`src/rtl/text_display_pkg.sv`:
```
// text_display_pkg: geometry, character codes, FSM encoding and byte decoder shared by the text display blocks.
//   COLS/ROWS/ADDR_W : default screen geometry and text RAM address width
//   COL_W/ROW_W      : cursor column/row widths
//   CHAR_*           : control and fill character codes
//   state_t          : writer FSM encoding
//   decodeByte()     : turns a received byte plus cursor edge flags into a write/cursor action
package text_display_pkg;
    localparam int COLS   = 80;
    localparam int ROWS   = 30;
    localparam int ADDR_W = 12;
    localparam int COL_W  = 7;
    localparam int ROW_W  = 5;
    localparam logic [7:0] CHAR_CR    = 8'h0D;
    localparam logic [7:0] CHAR_LF    = 8'h0A;
    localparam logic [7:0] CHAR_BS    = 8'h08;
    localparam logic [7:0] CHAR_SPACE = 8'h20;
    typedef enum logic [2:0] {
        IDLE,
        FETCH,
        WRITE,
        CLR_ROW,
        CLR_ALL
    } state_t;
    typedef enum logic [1:0] {
        COL_HOLD,
        COL_INC,
        COL_ZERO,
        COL_DEC
    } colOp_t;
    typedef struct packed {
        logic       write;
        logic [7:0] ch;
        colOp_t     colOp;
        logic       rowAdv;
        logic       back;
    } action_t;
    // back marks a backspace: the write lands one column left of the current cursor
    function automatic action_t decodeByte(input logic [7:0] b, input logic lastCol, input logic firstCol);
        action_t a;
        a = '0;
        a.ch = CHAR_SPACE;
        a.colOp = COL_HOLD;
        if (b >= 8'h20 && b <= 8'h7E) begin
            a.write  = 1'b1;
            a.ch     = b;
            a.colOp  = lastCol ? COL_ZERO : COL_INC;
            a.rowAdv = lastCol;
        end else if (b == CHAR_CR) begin
            a.colOp = COL_ZERO;
        end else if (b == CHAR_LF) begin
            a.rowAdv = 1'b1;
        end else if (b == CHAR_BS && !firstCol) begin
            a.write = 1'b1;
            a.colOp = COL_DEC;
            a.back  = 1'b1;
        end
        return a;
    endfunction
endpackage

```
`src/rtl/text_buffer_writer_cursor.sv`:
```
// text_buffer_writer_cursor: row/column cursor with a running row base address (row*COLS without a multiplier).
//   clk, rst_n        : clock, synchronous active-low reset
//   home              : force cursor to (0,0)
//   step              : apply colOp/rowAdv this cycle
//   colOp, rowAdv     : column update and row advance request
//   row, col, rowBase : cursor position and row*COLS
//   lastCol, firstCol : cursor sits in the last / first column
module text_buffer_writer_cursor #(
    parameter int COLS   = 80,
    parameter int ROWS   = 30,
    parameter int ADDR_W = 12
) (
    input  logic                          clk,
    input  logic                          rst_n,
    input  logic                          home,
    input  logic                          step,
    input  text_display_pkg::colOp_t      colOp,
    input  logic                          rowAdv,
    output logic [text_display_pkg::ROW_W-1:0] row,
    output logic [text_display_pkg::COL_W-1:0] col,
    output logic [ADDR_W-1:0]             rowBase,
    output logic                          lastCol,
    output logic                          firstCol
);
    import text_display_pkg::*;
    logic lastRow;
    always_comb begin
        lastCol  = col == COL_W'(COLS - 1);
        firstCol = col == '0;
        lastRow  = row == ROW_W'(ROWS - 1);
    end
    // no scrolling: advancing from the bottom row wraps to the top
    always_ff @(posedge clk) begin
        if (!rst_n || home) begin
            row     <= '0;
            col     <= '0;
            rowBase <= '0;
        end else if (step) begin
            col <= colOp == COL_INC ? col + 1'b1 : colOp == COL_DEC ? col - 1'b1 : colOp == COL_ZERO ? '0 : col;
            if (rowAdv) begin
                row     <= lastRow ? '0 : row + 1'b1;
                rowBase <= lastRow ? '0 : rowBase + ADDR_W'(COLS);
            end
        end
    end
endmodule

```
`src/rtl/text_buffer_writer.sv`:
```
// text_buffer_writer: drains the UART RX FIFO into the text RAM, handling CR/LF/BS, row clears and full-screen clears.
//   clk, rst_n                 : clock, synchronous active-low reset
//   fifo_empty, fifo_rd_data   : RX FIFO status and head byte (valid the cycle after a pop)
//   fifo_rd_en                 : FIFO pop strobe
//   clr_all                    : request to clear the screen and home the cursor
//   wr_en, wr_addr, wr_data    : text RAM write port
//   cur_row, cur_col           : cursor position for the renderer
//   busy                       : FSM is not idle
module text_buffer_writer #(
    parameter int COLS   = text_display_pkg::COLS,
    parameter int ROWS   = text_display_pkg::ROWS,
    parameter int ADDR_W = text_display_pkg::ADDR_W
) (
    input  logic              clk,
    input  logic              rst_n,
    input  logic              fifo_empty,
    input  logic [7:0]        fifo_rd_data,
    output logic              fifo_rd_en,
    input  logic              clr_all,
    output logic              wr_en,
    output logic [ADDR_W-1:0] wr_addr,
    output logic [7:0]        wr_data,
    output logic [4:0]        cur_row,
    output logic [6:0]        cur_col,
    output logic              busy
);
    import text_display_pkg::*;
    localparam logic [ADDR_W-1:0] ROW_LAST = ADDR_W'(COLS - 1);
    localparam logic [ADDR_W-1:0] ALL_LAST = ADDR_W'(COLS * ROWS - 1);
    state_t            state, nextState;
    action_t           act;
    logic              clrPend, clrReq, home, step, lastCol, firstCol;
    logic [ADDR_W-1:0] rowBase, clrCnt;
    text_buffer_writer_cursor #(
        .COLS(COLS),
        .ROWS(ROWS),
        .ADDR_W(ADDR_W)
    ) u_cursor (
        .clk(clk),
        .rst_n(rst_n),
        .home(home),
        .step(step),
        .colOp(act.colOp),
        .rowAdv(act.rowAdv),
        .row(cur_row),
        .col(cur_col),
        .rowBase(rowBase),
        .lastCol(lastCol),
        .firstCol(firstCol)
    );
    always_comb begin
        act    = decodeByte(fifo_rd_data, lastCol, firstCol);
        clrReq = clr_all || clrPend;
    end
    always_ff @(posedge clk) begin
        if (!rst_n)
            state <= IDLE;
        else
            state <= nextState;
    end
    // The write of a fetched byte is a registered strobe that lands in the cycle after FETCH,
    // overlapping the following IDLE or first CLR_ROW cycle; this keeps a plain byte at two
    // cycles and a row-advancing byte at 2+COLS, so the WRITE code is never held in state.
    always_comb begin
        nextState = state;
        case (state)
            IDLE:    nextState = clrReq ? CLR_ALL : !fifo_empty ? FETCH : IDLE;
            FETCH:   nextState = act.rowAdv ? CLR_ROW : IDLE;
            CLR_ROW: nextState = clrCnt == ROW_LAST ? IDLE : CLR_ROW;
            CLR_ALL: nextState = clrCnt == ALL_LAST ? IDLE : CLR_ALL;
            default: nextState = IDLE;
        endcase
    end
    always_comb begin
        busy       = state != IDLE;
        fifo_rd_en = state == IDLE && !clrReq && !fifo_empty;
        home       = state == IDLE && clrReq;
        step       = state == FETCH;
    end
    always_ff @(posedge clk) begin
        if (!rst_n) begin
            wr_en   <= 1'b0;
            wr_addr <= '0;
            wr_data <= 8'h00;
            clrCnt  <= '0;
            clrPend <= 1'b0;
        end else begin
            clrPend <= state == IDLE ? 1'b0 : clrPend || clr_all;
            case (state)
                FETCH: begin
                    wr_en   <= act.write;
                    wr_addr <= rowBase + ADDR_W'(cur_col) - ADDR_W'(act.back);
                    wr_data <= act.ch;
                    clrCnt  <= '0;
                end
                CLR_ROW: begin
                    wr_en   <= 1'b1;
                    wr_addr <= rowBase + clrCnt;
                    wr_data <= CHAR_SPACE;
                    clrCnt  <= clrCnt + 1'b1;
                end
                CLR_ALL: begin
                    wr_en   <= 1'b1;
                    wr_addr <= clrCnt;
                    wr_data <= CHAR_SPACE;
                    clrCnt  <= clrCnt + 1'b1;
                end
                default: begin
                    wr_en  <= 1'b0;
                    clrCnt <= '0;
                end
            endcase
        end
    end
endmodule

```
`config.mk`:
```
export PLATFORM = sky130hd
export DESIGN_NAME = text_buffer_writer
export DESIGN_NICKNAME = d
export VERILOG_FILES = /design/src/rtl/text_display_pkg.sv /design/src/rtl/text_buffer_writer_cursor.sv /design/src/rtl/text_buffer_writer.sv
export SDC_FILE = /design/constraint.sdc
export NUM_CORES = 1
export LEC_CHECK = 0
export ABC_AREA = 1
export CAP_MARGIN = 20
export CORE_ASPECT_RATIO = 0.7
export CORE_UTILIZATION = 47
export CTS_CLUSTER_SIZE = 14
export DETAILED_ROUTE_END_ITERATION = 8
export PLACE_DENSITY = 0.79
export SLEW_MARGIN = 20
export SYNTH_ARGS = -nofsm -noshare
export SYNTH_HDL_FRONTEND = slang
export SYNTH_SLANG_ARGS = --single-unit
```
`constraint.sdc`:
```
create_clock -name clk -period 2.34 [get_ports clk]
set_input_delay 0.351 -clock clk [delete_from_list [all_inputs] [get_ports clk]]
set_output_delay 0.351 -clock clk [all_outputs]
set_load 0.1 [all_outputs]
```
**After elaboration in Yosys (flattened, before gate mapping)**

Cells that the tools add are included.

- Input bits: 12
- Word-level logic and storage cells: 82
- Output and inout bits: 35
- Register bits: 61

- Mux-type cells: 27
- Reductions and logical operators: 22
- Bitwise logic cells: 1
- Magnitude comparators: 2
- Equal/unequal tests: 13
- Add/sub/neg operators: 8

Operator list:

| cell | number |
|---|---|
| $pmux 12 s3 | 1 |
| $eq 8x4->1 const B | 3 |
| $mux 7 | 3 |
| $pmux 8 s2 | 1 |
| $mux 2 | 7 |
| $add 12x1->12 const B | 1 |
| $add 12x12->12 | 1 |
| $add 12x7->12 | 1 |
| $add 12x7->12 const B | 1 |
| $eq 12x12->1 const B | 1 |
| $eq 12x7->1 const B | 1 |
| $mux 12 | 1 |
| $pmux 3 s4 | 1 |
| $sub 12x1->12 | 1 |
| $mux 3 | 3 |
| $reduce_bool 3->1 | 3 |
| $ge 8x6->1 const B | 1 |
| $le 8x7->1 const B | 1 |
| $mux 8 | 1 |
| $add 7x1->7 const B | 1 |
| $eq 7x7->1 const B | 1 |
| $logic_not 7->1 | 1 |
| $mux 1 | 7 |
| $sub 7x1->7 const B | 1 |
| 17 further kinds | 29 |

**Longest topological paths before layout**

Gate-level depths: netlist of the first run.

- Depth in word-level cells: 11
- Gate-level depth with buffers: 17
- Gate-level depth less buffers: 17

**Hierarchy**

A second synthesis of the first run with hierarchy kept.

- Cell total of the unflattened synthesis: 712
- Area total of the unflattened synthesis: 4469.3 um2

By module, submodules not included:

| module | area an instance (um2) | cells an instance | instances | seq. area each (um2) |
|---|---|---|---|---|
| text_buffer_writer | 3279.4 | 536 | 1 | 740.7 |
| text_buffer_writer_cursor | 1189.9 | 176 | 1 | 400.4 |

**Worst setup path before layout of the first run**

Ideal clock, no wire load.

- Kind: reg-to-output
- Start: register state[1]
- End: output fifo_rd_en
- Stages on the path, launching flop included: 6
- Data required time: 1.989 ns
- Slack: -1.842 ns
- Arrival: 3.831 ns
- Cells stage by stage: dfxtp_1 > inv_2 > nand2_2 > nor2_1 > inv_2 > nor4_1

- Longest elaborated chain between the ends: 3

RTL lines:

| element | line | text |
|---|---|---|
| start: declaration | text_buffer_writer.sv:30 | `state_t state, nextState;` |
| start signal: assignment | text_buffer_writer.sv:59 | `state <= nextState;` |
| $logic_not 3->1 | text_buffer_writer.sv:76 | `fifo_rd_en = state == IDLE && !clrReq && !fifo_empty;` |
| $logic_and 1x1->1 (2 in a row) | text_buffer_writer.sv:76 |  |
| end: declaration | text_buffer_writer.sv:18 | `output logic fifo_rd_en,` |

Every way passes these cells.

**Final worst setup path of the first run**

- Start: input fifo_rd_data[4]
- End: register wr_addr[7]

- Longest elaborated chain between the ends: 8
- Elaborated cells between the ends (all ways): 13

RTL lines:

| element | line | text |
|---|---|---|
| start: declaration | text_buffer_writer.sv:17 | `input logic [7:0] fifo_rd_data,` |
| $eq 8x4->1 | text_display_pkg.sv:52 | `end else if (b == CHAR_BS && !firstCol) begin` |
| $logic_and 1x1->1 | text_display_pkg.sv:52 |  |
| $mux 1 | text_display_pkg.sv:52 |  |
| $mux 1 | text_display_pkg.sv:50 | `end else if (b == CHAR_LF) begin` |
| $mux 2 | text_display_pkg.sv:48 | `end else if (b == CHAR_CR) begin` |
| $mux 1 (*) | text_display_pkg.sv:43 | `if (b >= 8'h20 && b <= 8'h7E) begin` |
| $sub 12x1->12 (*) | text_buffer_writer.sv:92 | `wr_addr <= rowBase + ADDR_W'(cur_col) - ADDR_W'(act.back);` |
| $pmux 12 s3 (*) | text_buffer_writer.sv:89 | `case (state)` |
| end signal: assignment | text_buffer_writer.sv:92 |  |
| end signal: assignment | text_buffer_writer.sv:98 | `wr_addr <= rowBase + clrCnt;` |
| end signal: assignment | text_buffer_writer.sv:104 | `wr_addr <= clrCnt;` |
| end: declaration | text_buffer_writer.sv:21 | `output logic [ADDR_W-1:0] wr_addr,` |

Every way passes the cells marked *; elsewhere a longest branch is shown, timed or not.
A chain may end at the register's enable or synchronous reset.

==> results of run 1 <==
sequential cells by signal (all words and copies together) (netlist names):
register / count
u_cursor.col: 7
clrPend: 1
u_cursor.row: 5
wr_data: 8
clrCnt: 12
wr_en: 1
wr_addr: 12
state: 3
u_cursor.rowBase: 8
metrics by stage:
stage	setup WS (ns)	power, mW	TNS [ns]	hold WS [ns]	instances
floorplan	0.0283	1.46	0	0.430	634
global placement	-0.116	1.60	-0.513	0.438	811
detailed placement	-0.183	1.60	-1.34	0.431	811
CTS	0.0927	2.96	0	0.440	827
global route	0.00107	3.06	0	0.463	828
finish	0.173	2.96	0	0.438	828
worst min-delay path, cell delays in order, from the launching register on:
cell,delay (ns)
dfxtp_1,0.30
nand2_1,0.05
nor2_1,0.04
cells by family (layout without fill, tap and decap cells):
family | count (synthesis) | in the layout | share of synthesized area (%)
AO/OA/AOI/OAI | 89 | 89 | 11.3
XOR/XNOR | 17 | 17 | 3.60
adder cells (fa/ha/maj) | 36 | 36 | 10.9
buffers and inverters | 102 | 176 | 10.3
flip-flops | 57 | 57 | 27.6
AND/OR/NAND/NOR | 333 | 333 | 36.3
layout make-up:
cell class	count	area share (%)
Multi-Input combinational cell	475	51.3
Sequential cell	57	22.5
Timing Repair Buffer	69	10.8
Inverter	91	6.61
Clock buffer	12	4.97
Tap cell	120	2.91
Clock inverter	4	0.969
per-layer routing:
metal | vias to the layer above | part of all wire [%] | track usage (%)
met2 | 151 | 44 | 39.3
met4 | 0 | 1.4 | 9.22
met3 | 17 | 8.9 | 8.08
met1 | 1910 | 46 | 33.8
li1 | 2186 | - | -
met5 | - | 0 | 0
worst paths after layout:
check,start,endpoint,depth (start not counted)
setup / recovery,fifo_rd_data[4],wr_addr[7],16
hold / removal,wr_data[7],wr_data[7],2
setup reg to reg,u_cursor.col[3],wr_addr[7],16
hold reg to reg,wr_data[7],wr_data[7],2
Yosys cell counts (all sizes together):
| library cell | number |
|---|---|
| o22ai | 1 |
| xor2 | 15 |
| ha | 36 |
| nand3b | 2 |
| nor3 | 12 |
| o221a | 1 |
| dfxtp | 57 |
| nor2 | 71 |
| nor3b | 1 |
| xnor2 | 2 |
| or2 | 4 |
| nand4 | 8 |
| o21a | 1 |
| clkbuf | 2 |
| a21oi | 51 |
| inv | 91 |
| o31ai | 1 |
| a21o | 1 |
| buf | 9 |
| nand3 | 61 |
| a22oi | 1 |
| nand2 | 173 |
| a32oi | 1 |
| o21bai | 1 |
| nor4 | 1 |
| o21ai | 30 |
power groups by stage:
stage / Combinational (mW) / Sequential, mW / Clock, mW
finish: 0.575 / 1.03 / 1.36
global route: 0.614 / 1.03 / 1.42
CTS: 0.562 / 1.02 / 1.37
detailed placement: 0.561 / 1.04 / 0
global placement: 0.550 / 1.04 / 0
floorplan: 0.236 / 1.22 / 0
cells in the final DEF (no fill, tap or decap), types with 2 or more instances in the layout:
cell type / count
a21oi_1: 50
buf_4: 57
clkbuf_16: 9
clkbuf_8: 2
clkdlybuf4s50_1: 11
dfxtp_1: 50
dfxtp_2: 3
dfxtp_4: 4
ha_1: 33
ha_4: 3
inv_1: 74
inv_2: 17
nand2_1: 162
nand2_2: 8
nand2_4: 3
nand3_1: 55
nand3_2: 6
nand3b_1: 2
nand4_1: 7
nor2_1: 67
nor2_8: 2
nor3_1: 10
o21ai_0: 19
o21ai_1: 11
or2_2: 4
xnor2_1: 2
xor2_1: 15
repair_timing:
action,in CTS,in global routing
hold endpoints to repair,0,0
endpoints found under the setup margin,0,9
setup buffers,0,1
gates resized for setup,0,19
==> reports/qor.yml, run 1 <==
placement:
  port_buffers: 46
  place_congestion: 0.920
  dpl.hpwl_um: 8460
  place_area_sq_um: 4790
synth:
  synthTopCellsByArea: "dfxtp_1 (28%), nand2_1 (15%), ha_1 (11%)"
  ys_seq_area_share_pct: 27.6
  synth_fp_nets: 682
  ys_warn_count: 0
  synth_largest_area_cell: "dfxtp_1"
  synth_cells: 634
  synth_area_per_cell_sq_um: 6.52
  synthesis.area_sq_um: 4140
  synth_top_area_share_pct: 27.6
  synthDistinctLibCells: 40
  ys_seq_elements: 57
pwr:
  leakagePower_nw: 2.60
  pwr-share-comb_pct: 19.4
  p_per_area_nw_per_um2: 573
  clkPwrFrac_pct: 46.0
  ir_worst_vdd_uv: 419
  p_sw_share_pct: 31.4
  p_seq_share_pct: 34.6
  p_sw_mw: 0.929
  internal_power_mw: 2.03
timing:
  clock_skew_ns: 0.00812
  hold_viol: 0
  period_share_pct: 92.6
  period_needed_ns: 2.17
  tightest_slew_ns: 0.459
  drv_slew: 0
  setup_viol: 0
  rsz0062_at_grt: "false"
  relSlewSlack_pct: 69.2
  fmaxAchievable_ghz: 0.461
setup_path:
  path_common_cell: "nand2_2"
  worst_ep_arrival_time_ns: 2.44
  start_kind: "primary input"
  crit_chain: "clkdlybuf4s50_1, nor3_4, nand4_1, inv_1, ha_1, inv_2, ha_4, nand2_2, nand2_2, nand3_1, nand2_2, nand2_2, nand2_1, nand2_1, nand3_2, a21oi_2"
  cp_max_fo: 4
  cp_num_buf_inv: 3
  critical_path_class: "primary input to register"
  r2r_setup_slack_ns: 0.18
  cp.required_ns: 2.62
  slowest_delay_ns: 0.49
  critPathTopFamily: "simple AND/OR/NAND/NOR gates"
  crit_slowest_cell: "clkdlybuf4s50_1"
  cp-end-kind: "register"
worst_hold_path:
  hold_path_class: "register to register"
global_routing:
  antenna_found_initial: 0
  grt-ovfl-total: 0
  grt_pass1_wl_um: 18200
  grt_usage_pct: 25.7
  grt_pass1_vias: 4002
  grt_max_degree: 21
final_layout:
  multi_input_area_sq_um: 2650
  area_growth_pct: 24.9
  antenna_cells: 0
  seqCellArea_sq_um: 1160
  layout-drive-gt1-share_pct: 18.5
  finalNetCount: 751
  fin_area_sq_um: 5160
  fillers: 749
  finish.utilization_pct: 60.9
detailed_routing:
  first_iter_violations: 337
  drc: 0
  vias_per_cell: 5.15
  wl_per_cell_um: 13.4
  firstDrtPassIters: 5
  vias: 4264
  final_antenna_net_count: 0
  drt-total-wl_um: 11100
cts:
  clockBufferDepth: 2
  cts_hold_buffers: 0
  clock-sinks: 57
  cts_made_buffers: 9
  cts_tree: "yes"
  clk_pin_slew_ns: 0.06
  cts_root_buffer: "clkbuf_16"
  worstSkewPairLatency_ns: 0.34
  htree_levels: 3
floorplan:
  dieArea_sq_um: 9180
  start_util_pct: 48.8
  io_pins: 47
  coreArea_sq_um: 8480
  fp.dieH_um: 80.5
  rows: 28
  die_w_um: 114
outcome:
  outcome: "finished clean"
flow_run:
  drv_cap: 0
Power figures use the tool's default switching activity.
==> run 2: changes to the inputs <==
==> constraint.sdc (replaced) <==
create_clock -name clk -period 2.15 [get_ports clk]
set_input_delay 0.3225 -clock clk [delete_from_list [all_inputs] [get_ports clk]]
set_output_delay 0.3225 -clock clk [all_outputs]
set_load 0.1 [all_outputs]
==> run 2 against run 1 <==
The run now ends with negative setup slack left; via count up 3.6%; clock power about the same; clock-buffer cell count down 2; non-clock buffer count rose by 17; register-to-register slack worse by 0.21 ns; largest cell class unchanged; critical endpoint unchanged.
==> reports/qor.yml, run 2 (synthesis gave the netlist of run 1 again) <==
detailed_routing:
  final_antenna_net_count: 0  # unchanged
  first_iter_violations: 341  # +1.2%
  wl_per_cell_um: 14.0  # +4.6%
  drc: 0  # unchanged
  vias_per_cell: 5.23  # +1.6%
  vias: 4417  # +3.6%
  firstDrtPassIters: 5  # unchanged
  drt-total-wl_um: 11900  # +6.6%
setup_path:
  worst_ep_arrival_time_ns: 2.41  # -0.03 ns
  cp.required_ns: 2.38  # -0.24 ns
  cp-end-kind: "register"
  start_kind: "register"
  critical_path_class: "register to register"
  r2r_setup_slack_ns: -0.03  # -0.21 ns
  cp_max_fo: 3  # -1
final_layout:
  final_common_cell: "nand2_1"
  fin_cells: 844  # +1.9%
  area_growth_pct: 29.3
  finalNetCount: 768  # +2.3%
  layout_common_cells: "nand2_1 (160), inv_1 (74), buf_4 (72)"
  layout-drive-gt1-share_pct: 21.7  # +3.2 points
  top_regs: "clrCnt: 12 flops, wr_addr: 12 flops"
  fin_area_sq_um: 5350  # +3.5%
  antenna_cells: 0  # unchanged
  finish.utilization_pct: 63.1  # +2.2 points
global_routing:
  grt_usage_pct: 26.8  # +1.1 points
  grt-ovfl-total: 0  # unchanged
  grt_pass1_wl_um: 19100  # +4.8%
  grt_max_degree: 18  # -14%
  antenna_found_initial: 0  # unchanged
  grt_pass1_vias: 4068  # +1.6%
outcome:
  violations: "negative setup slack"
  outcome: "finished with violations"
pwr:
  leakagePower_nw: 2.70  # +4.1%
  p_per_area_nw_per_um2: 581  # +1.4%
  ir_worst_vdd_uv: 532  # +27%
  power_mw: 3.11  # +4.9%
timing:
  drv_slew: 0  # unchanged
  hold_ws_ns: 0.466  # +0.0275 ns
  fmaxAchievable_ghz: 0.459
  hold_viol: 0  # unchanged
  tns_ns: -0.0662  # -0.0662 ns
  rsz0062_at_grt: "true"
  finalWorstSetupSlack_ns: -0.0308  # -0.204 ns
  tightest_slew_ns: 0.447  # -0.0121 ns
  setup_viol: 4  # +4
  relSlewSlack_pct: 70.0  # +0.81 points
  period_needed_ns: 2.18
  clock_skew_ns: 0.00692  # -0.00120 ns
  period_share_pct: 101
floorplan:
  rows: 28  # unchanged
  fp.dieH_um: 80.5  # unchanged
  dieArea_sq_um: 9180  # unchanged
  start_util_pct: 48.8  # unchanged
  io_pins: 47  # unchanged
  coreArea_sq_um: 8480  # unchanged
  die_w_um: 114  # unchanged
placement:
  place_area_sq_um: 4940  # +3.2%
  dp_slack_ns: -0.299  # -0.116 ns
  place_inst: 822  # +1.4%
  port_buffers: 46  # unchanged
  dpl.hpwl_um: 8570  # +1.3%
  place_congestion: 0.962  # +4.6%
cts:
  clock-sinks: 57  # unchanged
  cts_made_buffers: 9  # unchanged
  worstSkewPairLatency_ns: 0.34  # about the same
  clk_pin_slew_ns: 0.05  # about the same
  htree_levels: 3  # unchanged
  cts_root_buffer: "clkbuf_16"
  clockBufferDepth: 2  # unchanged
  cts_tree: "yes"
worst_hold_path:
  hold_path_class: "register to register"
flow_run:
  drv_cap: 0  # unchanged
run 2: path summary, 6_finish.rpt:
path	from	endpoint	cells after the start
setup / recovery	u_cursor.col[3]	wr_addr[7]	17
hold reg to reg	wr_data[7]	wr_data[7]	2
hold / removal	wr_data[7]	wr_data[7]	2
setup reg to reg	u_cursor.col[3]	wr_addr[7]	17
run 2: area by class of cell:
class	instances	area (sq um)
Multi-Input combinational cell	475	2690
Timing Repair Buffer	86	704
Tap cell	120	150
Fill cell	750	3130
Clock buffer	10	239
Inverter	91	365
Sequential cell	57	1170
Clock inverter	5	30.0
run 2: critical path: stages, from the launching register on:
cell and delay (ns):
dfxtp_4 0.35, inv_4 0.06, ha_4 0.12, nand4_1 0.21
nand4_1 0.21, inv_1 0.07, ha_2 0.18, inv_2 0.06
ha_4 0.13, nand2_2 0.05, nand2_2 0.09, nand3_2 0.10
nand2_4 0.10, nand2_2 0.08, nand2_2 0.08, nand2_1 0.05
nand3_1 0.07, a21oi_1 0.06
run 2: timing repair:
item / 4_1_cts / 5_1_grt
gates resized for setup: 2 / 22
setup buffers: 2 / 5
pin swaps: 2 / 9
endpoints found under the setup margin: 2 / 8
hold buffers: 0 / 0
run 2: per-layer routing:
layer / track usage (%) / part of all wire, % / vias up
met5: 0 / 0 / -
met4: 6.49 / 1.5 / 0
met3: 7.32 / 7.1 / 19
met2: 42.2 / 45 / 143
met1: 36.2 / 47 / 2050
li1: - / - / 2205
run 2: where the power goes:
| group | internal [mW] | switching [mW] | leakage [nW] |
|---|---|---|---|
| logic | 0.192 | 0.477 | 2.10 |
| registers | 1.08 | 0.0284 | 0.467 |
| clock network | 0.799 | 0.527 | 0.135 |
| total | 2.08 | 1.03 | 2.70 |
==> run 3: changes to the inputs <==
--- a/config.mk
+++ b/config.mk
@@ -9,7 +9,7 @@
 export CAP_MARGIN = 20
 export CORE_ASPECT_RATIO = 0.7
 export CORE_UTILIZATION = 47
-export CTS_CLUSTER_SIZE = 14
+export CTS_CLUSTER_SIZE = 12
 export DETAILED_ROUTE_END_ITERATION = 8
 export PLACE_DENSITY = 0.79
 export SLEW_MARGIN = 20
==> constraint.sdc (replaced) <==
create_clock -name clk -period 2.15 [get_ports clk]
set_input_delay 0.43 -clock clk [delete_from_list [all_inputs] [get_ports clk]]
set_output_delay 0.43 -clock clk [all_outputs]
set_load 0.1 [all_outputs]
==> run 3 against run 2 <==
Global-route usage down 0.80 points; fmax up 3.6%; sequential share of layout area down 0.33 points; clock power up 8%; core utilization up 1.0 points; power up 3.5%; die area unchanged; clock skew down 0.0022 ns; the flow now finishes without violations.
==> reports/qor.yml, run 3 (synthesis gave the netlist of run 1 again) <==
global_routing:
  grt_max_degree: 18  # unchanged
  grt_usage_pct: 26.0  # -0.80 points
  grt_pass1_wl_um: 18400  # -3.4%
  top_usage_layer: "met2"
  grt-ovfl-total: 0  # unchanged
  met3_usage_pct: 5.81  # -1.5 points
  antenna_found_initial: 0  # unchanged
  met1_usage_pct: 33.7  # -2.5 points
  grt_pass1_vias: 4021  # -1.2%
  met2_usage_pct: 42.8  # +0.67 points
floorplan:
  coreArea_sq_um: 8480  # unchanged
  rows: 28  # unchanged
  io_pins: 47  # unchanged
  start_util_pct: 48.8  # unchanged
  fp.dieH_um: 80.5  # unchanged
  die_w_um: 114  # unchanged
  dieArea_sq_um: 9180  # unchanged
detailed_routing:
  drt-total-wl_um: 11600  # -1.9%
  final_antenna_net_count: 0  # unchanged
  vias_per_cell: 5.17  # -1.2%
  wl_per_cell_um: 13.7  # -2.5%
  first_iter_violations: 304  # -11%
  drc: 0  # unchanged
  firstDrtPassIters: 5  # unchanged
  vias: 4393  # -0.54%
timing:
  fmaxAchievable_ghz: 0.475  # +3.6%
  relSlewSlack_pct: 68.8  # -1.2 points
  tightest_slew_ns: 0.465  # +0.0178 ns
  setup_viol: 0  # -4
  hold_ws_ns: 0.439  # -0.0268 ns
  period_needed_ns: 2.10  # -0.0765 ns
  clock_skew_ns: 0.00475  # -0.00217 ns
  hold_viol: 0  # unchanged
  rsz0062_at_grt: "true"
  drv_slew: 0  # unchanged
  finalWorstSetupSlack_ns: 0.0457  # +0.0765 ns
  period_share_pct: 97.9  # -3.6 points
cts:
  worstSkewPairLatency_ns: 0.34  # about the same
  cts_root_buffer: "clkbuf_16"
  clockBufferDepth: 2  # unchanged
  cts_tree: "yes"
  cts_made_buffers: 9  # unchanged
  clock-sinks: 57  # unchanged
  htree_levels: 3  # unchanged
  clk_pin_slew_ns: 0.06  # about the same
setup_path:
  worst_ep_arrival_time_ns: 2.38  # -0.03 ns
  critical_path_class: "register to register"
  cp.required_ns: 2.42  # +0.04 ns
  cp-end-kind: "register"
  cp_max_fo: 4  # +1
  start_kind: "register"
final_layout:
  top_regs: "clrCnt: 12 flops, wr_addr: 12 flops"
  final_common_cell: "nand2_1"
  antenna_cells: 0  # unchanged
  finalNetCount: 773  # +0.65%
  layout-drive-gt1-share_pct: 22.6  # +0.92 points
  layout_common_cells: "nand2_1 (161), buf_4 (78), inv_1 (73)"
  area_growth_pct: 31.4
flow_run:
  drv_cap: 0  # unchanged
placement:
  port_buffers: 46  # unchanged
  dp_slack_ns: -0.399  # -0.0998 ns
  place_congestion: 0.929  # -3.5%
  dpl.hpwl_um: 8500  # -0.79%
pwr:
  p_per_area_nw_per_um2: 592  # +1.8%
  ir_worst_vdd_uv: 509  # -4.5%
  leakagePower_nw: 2.78  # +3.0%
worst_hold_path:
  hold_path_class: "primary input to register"
outcome:
  outcome: "finished clean"
==> run 3: worst paths after layout <==
kind / from / slack [ns] / cells past startpoint / endpoint
hold reg to reg: wr_data[7] / 0.44 / 2 / wr_data[7]
setup reg to reg: u_cursor.col[0] / 0.05 / 16 / wr_addr[9]
setup / recovery: u_cursor.col[0] / 0.05 / 16 / wr_addr[9]
hold / removal: fifo_rd_data[4] / 0.44 / 3 / wr_data[4]
==> run 3: worst max-delay path: stages (launching register included) <==
cell,delay [ns]
dfxtp_4,0.35
inv_4,0.07
ha_4,0.14
nand4_1,0.19
nand4_1,0.20
inv_1,0.06
ha_2,0.17
inv_2,0.06
ha_4,0.13
nand2_2,0.06
nand2_2,0.08
nand3_2,0.09
nand2_4,0.10
nand2_2,0.06
nand3_1,0.08
nand3_1,0.08
a21oi_1,0.12
==> run 3: what timing repair did <==
item | in CTS | in global routing
setup buffers | 4 | 5
pin swaps | 4 | 9
gates resized for setup | 6 | 28
endpoints found under the hold margin | 0 | 0
setup endpoints to repair | 4 | 11
hold buffers | 0 | 0
==> run 3: layout make-up <==
cell class              count  area (sq um)
flip-flops and latches     57          1170
fillers                   727          3040
clock buffers              11           264
clock inverters             5          36.3
repair buffers             91           749
inverters                  91           359
multi-input cells         475          2710
well taps                 120           150
==> run 3: metrics by stage <==
stage | power, mW | cells | area (sq um) | TNS [ns] | util, %
after floorplan | 1.59 | 634 | 4230 | -0.157 | -
after global placement | 1.76 | 825 | 4960 | -2.50 | 58.5
after detailed placement | 1.77 | 825 | 4960 | -3.37 | 58.5
after CTS | 3.21 | 845 | 5310 | 0 | 62.6
after global routing | 3.32 | 850 | 5430 | -0.209 | 64.1
final | 3.22 | 850 | 5430 | 0 | 64.1
==> run 3: power breakdown <==
group          internal (mW)  switching (mW)  total, mW  leakage [nW]
registers               1.08          0.0298       1.11         0.468
clock network          0.883           0.552       1.44         0.147
logic                  0.188           0.478      0.667          2.17
total                   2.16            1.06       3.22          2.78
==> run 3: metal layers <==
| layer | part of all wire, % | up-vias | wire [um] |
|---|---|---|---|
| met2 | 45 | 141 | 5250 |
| met5 | 0 | - | 0 |
| met4 | 1.0 | 0 | 116 |
| li1 | - | 2217 | - |
| met1 | 48 | 2024 | 5590 |
| met3 | 5.8 | 11 | 673 |
